<file path="src/rtl/multicycle_controller.sv">
// -----------------------------------------------------------------------------
// multicycle_controller
//
// Sequencing FSM for the multi-cycle MIPS-subset CPU. It decodes the IR
// opcode/funct fields together with its current state and drives the datapath
// enables and multiplexer selects. It also waits on the memory-ready
// handshake, keeps a retired-instruction counter and flags illegal opcodes.
//
// Handshake: in FETCH, MEM_RD and MEM_WR the controller holds its memory
// strobe and address select steady. It advances only in the cycle where
// mem_ready=1; that same cycle is the transfer cycle. mem_ready is ignored in
// every other state.
//
// Ports
//   clk, reset            clock; synchronous active-high reset
//   OpCode, Funct         IR[31:26] and IR[5:0], stable from DECODE to retire
//   mem_ready             memory finishes the current MemRead/MemWrite
//   PCWrite..PCSource     datapath enables and selects
//   state                 current state encoding (debug/observation)
//   retire                one-cycle pulse when an instruction completes
//   illegal               one-cycle pulse in DECODE for an unsupported opcode
//   instr_count           retired-instruction counter, wraps at all-ones
// -----------------------------------------------------------------------------
module multicycle_controller #(
    parameter int CNT_W = 32
) (
    input  logic             clk,
    input  logic             reset,
    input  logic [5:0]       OpCode,
    input  logic [5:0]       Funct,
    input  logic             mem_ready,
    output logic             PCWrite,
    output logic             PCWriteCond,
    output logic             IorD,
    output logic             MemRead,
    output logic             MemWrite,
    output logic             IRWrite,
    output logic             RegWrite,
    output logic [1:0]       RegDst,
    output logic [1:0]       MemtoReg,
    output logic [1:0]       ALUSrcA,
    output logic [1:0]       ALUSrcB,
    output logic [1:0]       ALUSel,
    output logic [1:0]       PCSource,
    output logic [3:0]       state,
    output logic             retire,
    output logic             illegal,
    output logic [CNT_W-1:0] instr_count
);

    typedef enum logic [3:0] {
        S_FETCH  = 4'd0,
        S_DECODE = 4'd1,
        S_EXEC   = 4'd2,
        S_MEM_RD = 4'd3,
        S_MEM_WR = 4'd4,
        S_WB_ALU = 4'd5,
        S_WB_MEM = 4'd6,
        S_BRANCH = 4'd7,
        S_JUMP   = 4'd8
    } state_e;

    state_e           state_q, state_d;
    logic [CNT_W-1:0] count_q;

    // Instruction classification from the IR fields
    logic is_rtype, is_lw, is_sw, is_beq, is_j, is_jal, is_jr, is_jalr;
    logic is_shift, is_itype, is_jump, supported;

    assign is_rtype  = (OpCode == 6'h00);
    assign is_lw     = (OpCode == 6'h23);
    assign is_sw     = (OpCode == 6'h2b);
    assign is_beq    = (OpCode == 6'h04);
    assign is_j      = (OpCode == 6'h02);
    assign is_jal    = (OpCode == 6'h03);
    assign is_jr     = is_rtype && (Funct == 6'd8);
    assign is_jalr   = is_rtype && (Funct == 6'd9);
    assign is_shift  = is_rtype && ((Funct == 6'd0) || (Funct == 6'd2) || (Funct == 6'd3));
    assign is_itype  = (OpCode == 6'h0f) || (OpCode == 6'h08) || (OpCode == 6'h09) ||
                       (OpCode == 6'h0c) || (OpCode == 6'h0a) || (OpCode == 6'h0b);
    assign is_jump   = is_j || is_jal || is_jr || is_jalr;
    assign supported = is_rtype || is_lw || is_sw || is_beq || is_j || is_jal || is_itype;

    always_comb begin
        state_d     = state_q;
        PCWrite     = 1'b0;
        PCWriteCond = 1'b0;
        IorD        = 1'b0;
        MemRead     = 1'b0;
        MemWrite    = 1'b0;
        IRWrite     = 1'b0;
        RegWrite    = 1'b0;
        RegDst      = 2'b00;
        MemtoReg    = 2'b00;
        ALUSrcA     = 2'b00;
        ALUSrcB     = 2'b00;
        ALUSel      = 2'b00;
        PCSource    = 2'b00;
        retire      = 1'b0;
        illegal     = 1'b0;

        case (state_q)
            S_FETCH: begin
                // PC+4 is computed every cycle; IR and PC load only on the transfer cycle
                MemRead = 1'b1;
                ALUSrcB = 2'b01;
                IRWrite = mem_ready;
                PCWrite = mem_ready;
                if (mem_ready) state_d = S_DECODE;
            end
            S_DECODE: begin
                // Branch target is precomputed into ALUOut here for BRANCH
                ALUSrcB = 2'b11;
                if (is_jump) begin
                    state_d = S_JUMP;
                end else if (is_beq) begin
                    state_d = S_BRANCH;
                end else if (!supported) begin
                    illegal = 1'b1;
                    state_d = S_FETCH;
                end else begin
                    state_d = S_EXEC;
                end
            end
            S_EXEC: begin
                if (is_lw || is_sw) begin
                    ALUSrcA = 2'b01;
                    ALUSrcB = 2'b10;
                    ALUSel  = 2'b00;
                    state_d = is_lw ? S_MEM_RD : S_MEM_WR;
                end else begin
                    if (is_shift) begin
                        ALUSrcA = 2'b10;
                        ALUSrcB = 2'b00;
                    end else if (is_rtype) begin
                        ALUSrcA = 2'b01;
                        ALUSrcB = 2'b00;
                    end else begin
                        ALUSrcA = 2'b01;
                        ALUSrcB = 2'b10;
                    end
                    ALUSel  = 2'b10;
                    state_d = S_WB_ALU;
                end
            end
            S_MEM_RD: begin
                MemRead = 1'b1;
                IorD    = 1'b1;
                if (mem_ready) state_d = S_WB_MEM;
            end
            S_MEM_WR: begin
                MemWrite = 1'b1;
                IorD     = 1'b1;
                if (mem_ready) begin
                    retire  = 1'b1;
                    state_d = S_FETCH;
                end
            end
            S_WB_ALU: begin
                RegWrite = 1'b1;
                RegDst   = is_rtype ? 2'b01 : 2'b00;
                retire   = 1'b1;
                state_d  = S_FETCH;
            end
            S_WB_MEM: begin
                RegWrite = 1'b1;
                MemtoReg = 2'b01;
                retire   = 1'b1;
                state_d  = S_FETCH;
            end
            S_BRANCH: begin
                ALUSrcA     = 2'b01;
                ALUSel      = 2'b01;
                PCWriteCond = 1'b1;
                PCSource    = 2'b11;
                retire      = 1'b1;
                state_d     = S_FETCH;
            end
            S_JUMP: begin
                PCWrite  = 1'b1;
                retire   = 1'b1;
                state_d  = S_FETCH;
                // R-type jumps (jr/jalr) take the target from register A
                PCSource = is_rtype ? 2'b10 : 2'b01;
                if (is_jal) begin
                    RegWrite = 1'b1;
                    RegDst   = 2'b10;
                    MemtoReg = 2'b10;
                end
                if (is_jalr) begin
                    RegWrite = 1'b1;
                    RegDst   = 2'b01;
                    MemtoReg = 2'b10;
                end
            end
            default: state_d = S_FETCH;
        endcase

        // Reset abandons the instruction: no strobe or pulse may escape
        if (reset) begin
            PCWrite     = 1'b0;
            PCWriteCond = 1'b0;
            IorD        = 1'b0;
            MemRead     = 1'b0;
            MemWrite    = 1'b0;
            IRWrite     = 1'b0;
            RegWrite    = 1'b0;
            RegDst      = 2'b00;
            MemtoReg    = 2'b00;
            ALUSrcA     = 2'b00;
            ALUSrcB     = 2'b00;
            ALUSel      = 2'b00;
            PCSource    = 2'b00;
            retire      = 1'b0;
            illegal     = 1'b0;
        end
    end

    always_ff @(posedge clk) begin
        if (reset) begin
            state_q <= S_FETCH;
            count_q <= '0;
        end else begin
            state_q <= state_d;
            if (retire) count_q <= count_q + CNT_W'(1);
        end
    end

    assign state       = state_q;
    assign instr_count = count_q;

endmodule
</file>
<file path="config.mk">
export PLATFORM = sky130hd
export DESIGN_NAME = multicycle_controller
export DESIGN_NICKNAME = d
export VERILOG_FILES = /design/src/rtl/multicycle_controller.sv
export SDC_FILE = /design/constraint.sdc
export NUM_CORES = 1
export LEC_CHECK = 0
export CELL_PAD_IN_SITES_DETAIL_PLACEMENT = 1
export CELL_PAD_IN_SITES_GLOBAL_PLACEMENT = 2
export CORE_AREA = 2 2 94 96
export DETAILED_ROUTE_END_ITERATION = 12
export DIE_AREA = 0 0 96 98
export PLACE_DENSITY = 0.95
export SETUP_SLACK_MARGIN = 0.4
export SYNTH_ARGS = -nofsm -noshare
export SYNTH_HDL_FRONTEND = slang
export SYNTH_SLANG_ARGS = --single-unit
export TNS_END_PERCENT = 10
</file>
<file path="constraint.sdc">
create_clock -name clk -period 6 [get_ports clk]
set_input_delay 1.5 -clock clk [delete_from_list [all_inputs] [get_ports clk]]
set_output_delay 1.5 -clock clk [all_outputs]
set_load 0.01 [all_outputs]
</file>
# Word-level counts from Yosys, hierarchy flattened
# Index checks and enable logic that the tools add are counted.
# word_totals
ff_bits	36
input_bits	15
output_inout_bits	57
elab_cells	113
# classes
addsub	1
eq_ne	26
muxes	56
reduce_logical	28
# op_table
operator	count
== test 6 x 4 -> 1 bit (second input constant)	8
2-to-1 mux 2 bit	17
adder 32 x 1 -> 32 bit (second input constant)	1
== test 6 x 2 -> 1 bit (second input constant)	4
2-to-1 mux 1 bit	22
one-hot mux 2 bit (2 select lines)	5
one-hot mux 4 bit (5 select lines)	1
logical OR 1 bit	17
== test 4 x 3 -> 1 bit (second input constant)	4
2-to-1 mux 4 bit	4
== test 6 bit (second input constant)	2
logical NOT 6 bit	2
2-to-1 mux 3 bit	3
== test 4 x 2 -> 1 bit (second input constant)	2
== test 6 x 3 -> 1 bit (second input constant)	1
!= test 2 bit (second input constant)	3
one-hot mux 1 bit (2 select lines)	3
one-hot mux 2 bit (3 select lines)	1
OR reduction 2 bit	3
== test 4 x 1 -> 1 bit (second input constant)	1
== test 4 bit (second input constant)	1
logical NOT 4 bit	1
OR reduction 4 bit	1
logical AND 1 bit	3
AND reduction 3 bit	1

# Longest topological paths before layout
# depth
depth_word	12
ltp_mapped	8
depth_no_buf	5

# Worst setup path after synthesis
# OpenSTA, ideal clock, no wires.
# synth_timing
path_kind	in2out
startpoint	input OpCode[3]
endpoint	output ALUSrcA[1]
arrival_time_ns	2.824
required_ns	4.500
path_slack_ns	1.676
stages	4
n_path_buf	0
cell_sequence	or4_1 nand2b_1 nor4_1 and3_1
# synth_via
elab_chain_cells	6
word_cells_on_any_way	9
cone_classes	2 x eq/ne; 4 x mux; 3 x reduce/logical
# synth_lines
item	line	text
start, declared	29	input logic [5:0] OpCode,
logical NOT 6 bit	70	assign is_rtype = (OpCode == 6'h00);
logical AND 1 bit	78	assign is_shift = is_rtype && ((Funct == 6'd0) || (Funct == 6'd2) || (Funct == 6'd3));
2-to-1 mux 2 bit	132	if (is_shift) begin
2-to-1 mux 2 bit *	126	if (is_lw || is_sw) begin
one-hot mux 2 bit (2 select lines) *	102	case (state_q)
2-to-1 mux 2 bit *	200	if (reset) begin
end, declared	41	output logic [1:0] ALUSrcA,
# Every way passes the cells marked *; elsewhere a longest branch is shown, timed or not.

# Worst setup path in the final report
# Ends and elaborated chain as after synthesis.

==> impl_results.md <==
* Status: complete, no violations
* Resized Gates After CTS at 0
* CP max FO at 5
* # rows at 34
* CTS tree: yes
* Startpoint Class: primary input
* Post-CTS Hold Buffers at 0
* Sink Count at 36
* Clk Latency, worst-skew pair at 290 ps
* DR pass1 iterations at 4
* Met1 WL at 3210 microns
* Vias in the first global route at 2,555
* Placed Instances at 451
* Die height at 98 microns
* Synth cell types at 41
* Req. time, crit path at 4500 ps
* Crit path max-delay cell type: or4_4
* Chip width at 96 microns
* Final Hold Viols at 0
* DRT iter0 DRCs at 50
* Post-Route WL at 7280 microns
* GRT overflow at 0
* Tot GR Track Use at 15.8%
* P&R area growth vs syn at 38.3%
* Clock slew at reported path FFs at 70 ps
* IO Pins at 72
* Syn nets at 305
* R2r setup slk at 3560 ps
* Initial antenna violation count at 0
* Number of diodes at 0
* Total CTS buffers at 5
* Metal2 WL at 3530 microns
* Seq/Total Area, Yosys at 31.5%
* Ys async rst share at 0%
* Worst Hold Path EP: instr_count[8]
* Worst rel slew slack at 49.9%
* Critical Path AT at 3870 ps
* Cell Area, Synth at 0.00229 sq mm
* Hold Path Class: reg -> reg
* Final Cycle Share at 89.4%
* Power density over the cells at 154 mW/mm^2
* Placed Instance Area at 0.00306 sq mm
* Root buf cell: clkbuf_8
* Flops & latches, synth at 36
* First-pass GRT wire length at 12,300 microns
* CP Class: in -> out
* R2r endpoint: instr_count[25]
* Final Skew at 6.21 ps
* Largest net degree at the start of global routing at 50
* Max-cap viol count at 0
* Leakage at 1.11 nW
* Post-CTS setup buffers at 0
* Cells after Synth at 289
* Final Util at 37.4%
* Max stage delay on crit path at 610 ps
* Die area at 0.00941 sq mm
* Setup_tns at 0 ps
* Final antenna-violating net count at 0
* Crit-path cells: clkdlybuf4s50_1, or4_4, nand2b_1, nor4_2, and3_1, clkdlybuf4s50_1
* Design Area, Final at 0.00317 sq mm
* DPL Wire Length at 5130 microns
* Vias at 2,446
* Synth Flop Type: dfxtp_1
* Buffers on Ports at 71
* Final nets at 366
* Core box area at 0.00847 sq mm
* H-tree depth at 2
* Fillers at 1,021
* Residual DRC count at 0
* Via/cell ratio at 5.34
* WL/cell at 15.9 microns
* Pins Over Slew Limit at 0
* Uppermost routed layer: met4
* Worst hold path startpoint: instr_count[8]
* Post-synth EDFFs at 0
* RSZ-0062 raised after global routing: no
* Max Root-Sink Buffers at 2
* GPL Wtd Cong at 0.754
* Fin cells at 458
* Fmax achieved at 0.186 GHz
* Endpoints failing setup at 0
* Share of layout cells above drive strength 1 at 9.14%
* CP most frequent cell: clkdlybuf4s50_1
* WHS Path Cells at 2
* Met3 routed WL at 451 microns
* Critical Path End Type: output pin
* Ys Warns at 0
* Reg2Reg Depth at 4
* Initial Util at 27.1%
* Tightest Pin Transition at 751 ps
* Tmin final at 5370 ps
* Synth Area per Inst at 7.93 sq um
* RR Startpoint: instr_count[2]
* Max VDD drop at 0.0712 mV
## how the worst max path moves through the flow
stage | startpoint | slack [ps] | endpoint | depth (start not counted)
after global placement | OpCode[3] | 600 | ALUSrcA[1] | 6
after detailed placement | OpCode[3] | 560 | ALUSrcA[1] | 6
final | OpCode[3] | 630 | ALUSrcA[1] | 6
after global routing | OpCode[3] | 470 | ALUSrcA[1] | 6
after floorplan | OpCode[3] | 1680 | ALUSrcA[1] | 4
after CTS | OpCode[3] | 550 | ALUSrcA[1] | 6
## routing by layer
| metal | up-vias | GRT usage [%] |
|---|---|---|
| li1 | 1180 | - |
| met2 | 67 | 26.2 |
| met1 | 1190 | 19.8 |
| met5 | - | 0 |
| met3 | 9 | 4.86 |
| met4 | 0 | 4.07 |
## placed cells by master (no fill, tap or decap), types with 10 or more instances in the layout
master / n
nand4_1: 10
nor2b_1: 20
clkdlybuf4s50_1: 70
nand2_1: 16
inv_1: 10
mux2_2: 13
or3_1: 11
dfxtp_1: 36
a21oi_1: 20
o21ai_0: 10
nor2_1: 33
## report_power, final
group          internal, mW  switching, mW  leakage (nW)  total, mW
clock                 0.102         0.0897        0.0503      0.192
sequential            0.240        0.00324         0.290      0.243
combinational        0.0247         0.0290         0.771     0.0537
total                 0.367          0.122          1.11      0.489
## Yosys cell counts, drive strengths merged (3+ instances only)
cell / n / area [sq um]
nor2: 33 / 124
nand4: 10 / 62.6
nor2b: 20 / 125
o31ai: 9 / 67.6
nor4: 12 / 120
a21oi: 20 / 100
and3: 6 / 37.5
dfxtp: 36 / 721
mux2: 16 / 180
and2: 3 / 18.8
nand2: 16 / 60.1
a31oi: 3 / 18.8
nor3: 9 / 45.0
and4: 4 / 35.0
buf: 13 / 81.3
or3: 11 / 68.8
clkbuf: 7 / 26.3
nand3: 10 / 55.1
o21ai: 10 / 50.1
inv: 10 / 37.5
nor4b: 5 / 43.8
or4: 10 / 75.1
## stage by stage
| stage | hold WS [ps] | power [mW] | worst slack, ps |
|---|---|---|---|
| CTS | 509 | 0.496 | 546 |
| detailed placement | 499 | 0.301 | 561 |
| global placement | 488 | 0.300 | 605 |
| floorplan | 504 | 0.274 | 1680 |
| global route | 536 | 0.512 | 471 |
| finish | 504 | 0.489 | 633 |
## worst max-delay path: cells and delay by family
family                 cells  cell delay (ps)
buffers and inverters      2             1030
and+or+nand+nor            4             1340
## kinds of logic (layout without fill, tap and decap cells)
family	after synthesis	after routing	synth area share, %
flops	36	36	31.5
compound gates	51	51	13.7
xor+xnor	1	1	0.382
fa+ha+maj	1	1	0.546
mux	17	17	8.30
simple gates	153	153	39.3
buf+inv	30	91	6.34
## layout make-up
| cell class | instances | area (sq um) | share of cell area (%) |
|---|---|---|---|
| clock buffers | 7 | 96.3 | 3.04 |
| multi-input cells | 223 | 1450 | 45.8 |
| well taps | 108 | 135 | 4.27 |
| repair buffers | 74 | 728 | 23.0 |
| flip-flops and latches | 36 | 721 | 22.7 |
| inverters | 10 | 37.5 | 1.18 |
## state kept, by name, indices dropped and copies added (netlist names)
signal and cells:
instr_count 32, state 4
No activity file was read; power rests on OpenSTA's default activity.
